--- config.mk ---
export PLATFORM = sky130hd
export DESIGN_NAME = ff_multi
export DESIGN_NICKNAME = d
export VERILOG_FILES = /design/src/rtl/ff_pkg.sv /design/src/rtl/ff_cell.sv /design/src/rtl/ff_multi.sv
export SDC_FILE = /design/constraint.sdc
export NUM_CORES = 1
export LEC_CHECK = 0
export CAP_MARGIN = 20
export CORE_AREA = 2 2 39 41
export DETAILED_ROUTE_END_ITERATION = 10
export DIE_AREA = 0 0 41 43
export PLACE_DENSITY = 0.44
export SYNTH_ARGS = -nofsm -noshare
export SYNTH_HDL_FRONTEND = slang
export SYNTH_HIERARCHICAL = 1
export SYNTH_SLANG_ARGS = --single-unit
--- constraint.sdc ---
create_clock -name clk -period 1.1 [get_ports clk]
set_clock_uncertainty 0.05 [all_clocks]
set_input_delay 0.22 -clock clk [delete_from_list [all_inputs] [get_ports clk]]
set_output_delay 0.22 -clock clk [all_outputs]
set_load 0.1 [all_outputs]
--- src/rtl/ff_pkg.sv ---
// ff_pkg: shared types for the flip-flop bank.
// Flip-flop kind selector and the common reset value.
package ff_pkg;

    typedef enum logic [1:0] {
        FF_JK,
        FF_SR,
        FF_D,
        FF_T
    } ff_kind_e;

    localparam logic RST_VAL = 1'b0;

endpackage

--- src/rtl/ff_cell.sv ---
// ff_cell: WIDTH independent flip-flops of one kind.
// a/b map to j/k, s/r, d/-, t/- depending on KIND.
module ff_cell
    import ff_pkg::*;
#(
    parameter ff_kind_e KIND  = FF_D,
    parameter int       WIDTH = 1
) (
    input  logic             clk,
    input  logic             rst,
    input  logic [WIDTH-1:0] a,
    input  logic [WIDTH-1:0] b,
    output logic [WIDTH-1:0] q
);

    logic [WIDTH-1:0] q_q;
    logic [WIDTH-1:0] q_d;
    logic [WIDTH-1:0] jk_n;
    logic [WIDTH-1:0] sr_n;
    logic [WIDTH-1:0] t_n;

    // Next state for each kind; s=r=1 holds so SR never goes X.
    always_comb begin
        jk_n = (a & ~q_q) | (~b & q_q);
        sr_n = (a & ~b) | (q_q & ~(~a & b));
        t_n  = q_q ^ a;
        q_d  = a;
        case (KIND)
            FF_JK:   q_d = jk_n;
            FF_SR:   q_d = sr_n;
            FF_T:    q_d = t_n;
            default: q_d = a;
        endcase
    end

    // State register, cleared asynchronously.
    always_ff @(posedge clk or negedge rst) begin
        if (!rst) begin
            q_q <= {WIDTH{RST_VAL}};
        end else begin
            q_q <= q_d;
        end
    end

    assign q = q_q;

endmodule

--- src/rtl/ff_multi.sv ---
// ff_multi: parallel bank of JK, SR, D and T flip-flops.
// Define FF_SR_ERR_EN to add the per-bit sr_err pulse output.
module ff_multi
    import ff_pkg::*;
#(
    parameter int WIDTH = 1
) (
    input  logic             clk,
    input  logic             rst,
    input  logic [WIDTH-1:0] j,
    input  logic [WIDTH-1:0] k,
    input  logic [WIDTH-1:0] s,
    input  logic [WIDTH-1:0] r,
    input  logic [WIDTH-1:0] d,
    input  logic [WIDTH-1:0] t,
    output logic [WIDTH-1:0] qjk,
    output logic [WIDTH-1:0] qsr,
    output logic [WIDTH-1:0] qd,
    output logic [WIDTH-1:0] qt
`ifdef FF_SR_ERR_EN
    ,
    output logic [WIDTH-1:0] sr_err
`endif
);

    logic [WIDTH-1:0] unused_b;
    assign unused_b = '0;

    ff_cell #(.KIND(FF_JK), .WIDTH(WIDTH)) u_jk (
        .clk (clk),
        .rst (rst),
        .a   (j),
        .b   (k),
        .q   (qjk)
    );

    ff_cell #(.KIND(FF_SR), .WIDTH(WIDTH)) u_sr (
        .clk (clk),
        .rst (rst),
        .a   (s),
        .b   (r),
        .q   (qsr)
    );

    ff_cell #(.KIND(FF_D), .WIDTH(WIDTH)) u_d (
        .clk (clk),
        .rst (rst),
        .a   (d),
        .b   (unused_b),
        .q   (qd)
    );

    ff_cell #(.KIND(FF_T), .WIDTH(WIDTH)) u_t (
        .clk (clk),
        .rst (rst),
        .a   (t),
        .b   (unused_b),
        .q   (qt)
    );

`ifdef FF_SR_ERR_EN
    logic [WIDTH-1:0] err_q;
    logic [WIDTH-1:0] err_d;

    // One-cycle flag for every bit sampled with s=r=1.
    always_comb begin
        err_d = s & r;
    end

    // Error flag register, cleared asynchronously.
    always_ff @(posedge clk or negedge rst) begin
        if (!rst) begin
            err_q <= {WIDTH{RST_VAL}};
        end else begin
            err_q <= err_d;
        end
    end

    // Report illegal SR samples while out of reset.
    always @(posedge clk) begin
        if (rst) begin
            assert (!(|(s & r)))
            else $warning("ff_multi: illegal SR input s=%b r=%b", s, r);
        end
    end

    assign sr_err = err_q;
`endif

endmodule

* After elaboration in Yosys (flattened, before gate mapping) *
Index checks and enable logic that the tools add are counted.

storage, ports and cells
  flip-flop bits (word level) = 4
  input bits = 8
  output and inout bits = 4
  logic and storage cells = 17

operators by class
  bitwise gates (word level) = 13

operators by type and width
  cell         count
  $and 1x1->1  5
  $not 1->1    5
  $or 1x1->1   2
  $xor 1x1->1  1

* Longest topological paths before layout *
  word-level depth = 5
  depth in mapped cells = 2
  gate-level depth less buffers = 2

* By module *
Netlist, hierarchy kept.

modules (own cells, without submodules)
  module           instances  cells each  area each (um2)
  ff_cell at u_sr  1          3           40.0
  ff_cell at u_jk  1          3           38.8
  ff_cell at u_t   1          2           33.8
  ff_cell at u_d   1          1           25.0
  ff_multi         1          1           3.8

* Least setup slack after synthesis *
OpenSTA, ideal clock, no wires.

  path kind = reg-to-reg
  start = register u_sr.q_q (netlist: u_sr/q)
  end = register u_sr.q_q (netlist: u_sr/q)
  library setup time = 0.067 ns
  data arrival time = 1.235 ns
  required time = 0.983 ns
  path slack = -0.252 ns
  cell stages (with the launch flop) = 2
  buffers on the path = 0
  clock period less this slack = 1.352 ns
  cell sequence = dfrtp_1 > maj3_2

between the ends
  word-level cells in the longest chain between the ends = 2

ends and longest elaborated chain
  what                    line           source
  from (decl)             ff_cell.sv:16  logic [WIDTH-1:0] q_q;
  from (signal assigned)  ff_cell.sv:39  q_q <= {WIDTH{RST_VAL}};
  from (signal assigned)  ff_cell.sv:41  q_q <= q_d;
  $and 1x1->1             ff_cell.sv:25  sr_n = (a & ~b) | (q_q & ~(~a & b));
  $or 1x1->1              ff_cell.sv:25
  via u_sr.q_d            ff_cell.sv:17  logic [WIDTH-1:0] q_d;

The timed path passes the listed nets, and every way through them passes these cells.

* Worst setup path in the final report *
  start = register u_jk.q_q (netlist: u_jk/q)
  end = output qjk

RTL lines
  what                    line            source
  from (decl)             ff_cell.sv:16
  from (signal assigned)  ff_cell.sv:39
  from (signal assigned)  ff_cell.sv:41
  to (decl)               ff_multi.sv:16  output logic [WIDTH-1:0] qjk,

No word-level cell between the ends.

==> results.py <==
metrics = {
    "run_status": {
        "status": "finished, final reports clean",
    },
    "layout": {
        "fin_area_um2": 358,
        "final_common_cell": "clkdlybuf4s50_1",
        "register_area_um2": 105,
        "multi_input_area_um2": 30.0,
        "final_cell_mix": "clkdlybuf4s50_1, buf_12, dfrtp_2",
        "final_nets": 36,
        "utilization_pct": 25.9,
        "area_growth_pct": 160,
        "antennaDiodeCount": 0,
        "n_fill_cell": 150,
        "drive_above_1_share_pct": 57.7,
    },
    "worst_setup_path": {
        "worstPathRequired_ns": 0.83,
        "path_class": "reg2out",
        "arrival_ns": 0.82,
        "worst-path-stages": 1,
        "endpoint": "qjk",
        "r2r-end": "u_sr/q",
        "crit_slowest_cell": "dfrtp_2",
        "critPathLaunch": "u_jk/q",
        "regToRegSetupSlack_ns": 0.09,
        "cp_top_family": "flip-flops",
        "r2r.worst_path.cells": 2,
        "startpoint_type": "flip-flop",
        "r2r-start": "u_sr/q",
        "crit_chain": "buf_12",
        "cp-end-kind": "primary output",
        "cp_max_fo": 2,
        "crit_buf_inv": 1,
        "worst_path_largest_cell_delay_ns": 0.41,
    },
    "timing": {
        "finalCritPeriodShare_pct": 98.9,
        "setup_ws_ns": 0.0122,
        "finalMaxSlewViolations": 0,
        "fin_tns_setup_ns": 0,
        "grt_setup_unrepaired": "yes",
        "maxSlewHeadroom_pct": 87.0,
        "max_freq_mhz": 919,
        "min_period_ns": 1.09,
        "setup_viol": 0,
        "hold_violations": 0,
        "tightest_slew_ns": 0.195,
    },
    "clock_network": {
        "cts_root_buffer": "clkbuf_4",
        "cts_max_path_buffers": 2,
        "cts_buffers": 3,
        "clock_latency_ns": 0.23,
        "cts_resized": 0,
        "cts_setup_buffers": 3,
        "cts_tree": "done",
        "cts.sinks": 4,
        "cts_hold_buf": 0,
        "clk_pin_slew_ns": 0.04,
        "h-tree-depth": 1,
    },
    "floorplanning": {
        "start_util_pct": 9.95,
        "core_area_um2": 1380,
        "die_height_um": 43,
        "io-pin-count": 12,
        "die-area_um2": 1760,
        "die_w_um": 41,
        "num_rows": 14,
    },
    "detailed_routing": {
        "detail_route.wl_per_cell_um": 8.62,
        "vias": 129,
        "dr.first_iter.drc_count": 0,
        "drc_errors": 0,
        "avgViaCountPerCell": 3.07,
        "drt-total-wl_um": 362,
        "ant_nets": 0,
        "firstDrtPassIters": 1,
    },
    "global_routing": {
        "grt_util_met1_pct": 5.23,
        "gr-max-usage-layer": "met4",
        "met3_usage_pct": 4.71,
        "grt_antenna_before_repair": 0,
        "grt_max_degree": 5,
        "grt_pass1_vias": 137,
        "overflow": 0,
        "grt_pass1_wl_um": 531,
        "met2_usage_pct": 5.63,
        "grt_usage_pct": 5.55,
    },
    "yosys": {
        "syn-cell-area_um2": 138,
        "syn_nets": 17,
        "postSynthAreaPerCell_um2": 15.3,
        "synthCells": 9,
        "yosysWarnings": 6,
    },
    "place": {
        "post-place-ws_ns": -0.0831,
        "gp_congestion": 0.574,
        "port_buffers": 11,
        "post_dp_cell_area_um2": 313,
    },
    "power_and_ir_drop": {
        "leakage_nw": 0.160,
        "power_density_nw_per_um2": 2260,
        "peakVddDrop_mv": 0.584,
    },
    "job": {
        "drv_cap": 0,
    },
    "min_path": {
        "min_path_type": "in2async",
    },
}
-- area by class of cell --
class,count,share of cell area [%]
Clock buffer,3,6.29
Inverter,2,2.10
Multi-Input combinational cell,3,8.39
Sequential cell,4,29.4
Tap cell,16,5.59
Timing Repair Buffer,14,48.3
-- registers in the layout (all words and copies together) (netlist names) --
register	flops
u_d/q	1
u_jk/q	1
u_sr/q	1
u_t/q	1
-- routing by layer --
metal / part of all wire [%] / wire length [µm] / up-vias
li1: - / - / 62
met1: 35 / 128 / 55
met2: 41 / 147 / 12
met3: 24 / 87 / 0
met4: 0 / 0 / 0
met5: 0 / 0 / -
-- metrics by stage --
step	power (mW)	instances	hold WS [ns]
3_5_place_dp	0.603	36	0.387
3_3_place_gp	0.597	36	0.377
5_1_grt	0.846	42	0.152
6_report	0.810	42	0.147
4_1_cts	0.825	42	0.139
2_1_floorplan	0.428	9	-0.126
-- worst min path at each step --
stage / start / to / slack [ns] / depth (start not counted)
final: rst / u_jk/q / 0.15 / 1
after detailed placement: rst / u_d/q / 0.39 / 1
after global routing: rst / u_jk/q / 0.15 / 1
after CTS: rst / u_t/q / 0.14 / 1
after floorplan: rst / u_d/q / -0.13 / 0
after global placement: rst / u_sr/q / 0.38 / 1
-- power breakdown --
part | total, mW | switching [mW] | internal, mW
Sequential | 0.213 | 0.0304 | 0.182
Combinational | 0.421 | 0.247 | 0.174
Clock | 0.176 | 0.0543 | 0.122
Total | 0.810 | 0.332 | 0.478
No activity file was read; power rests on OpenSTA's default activity.
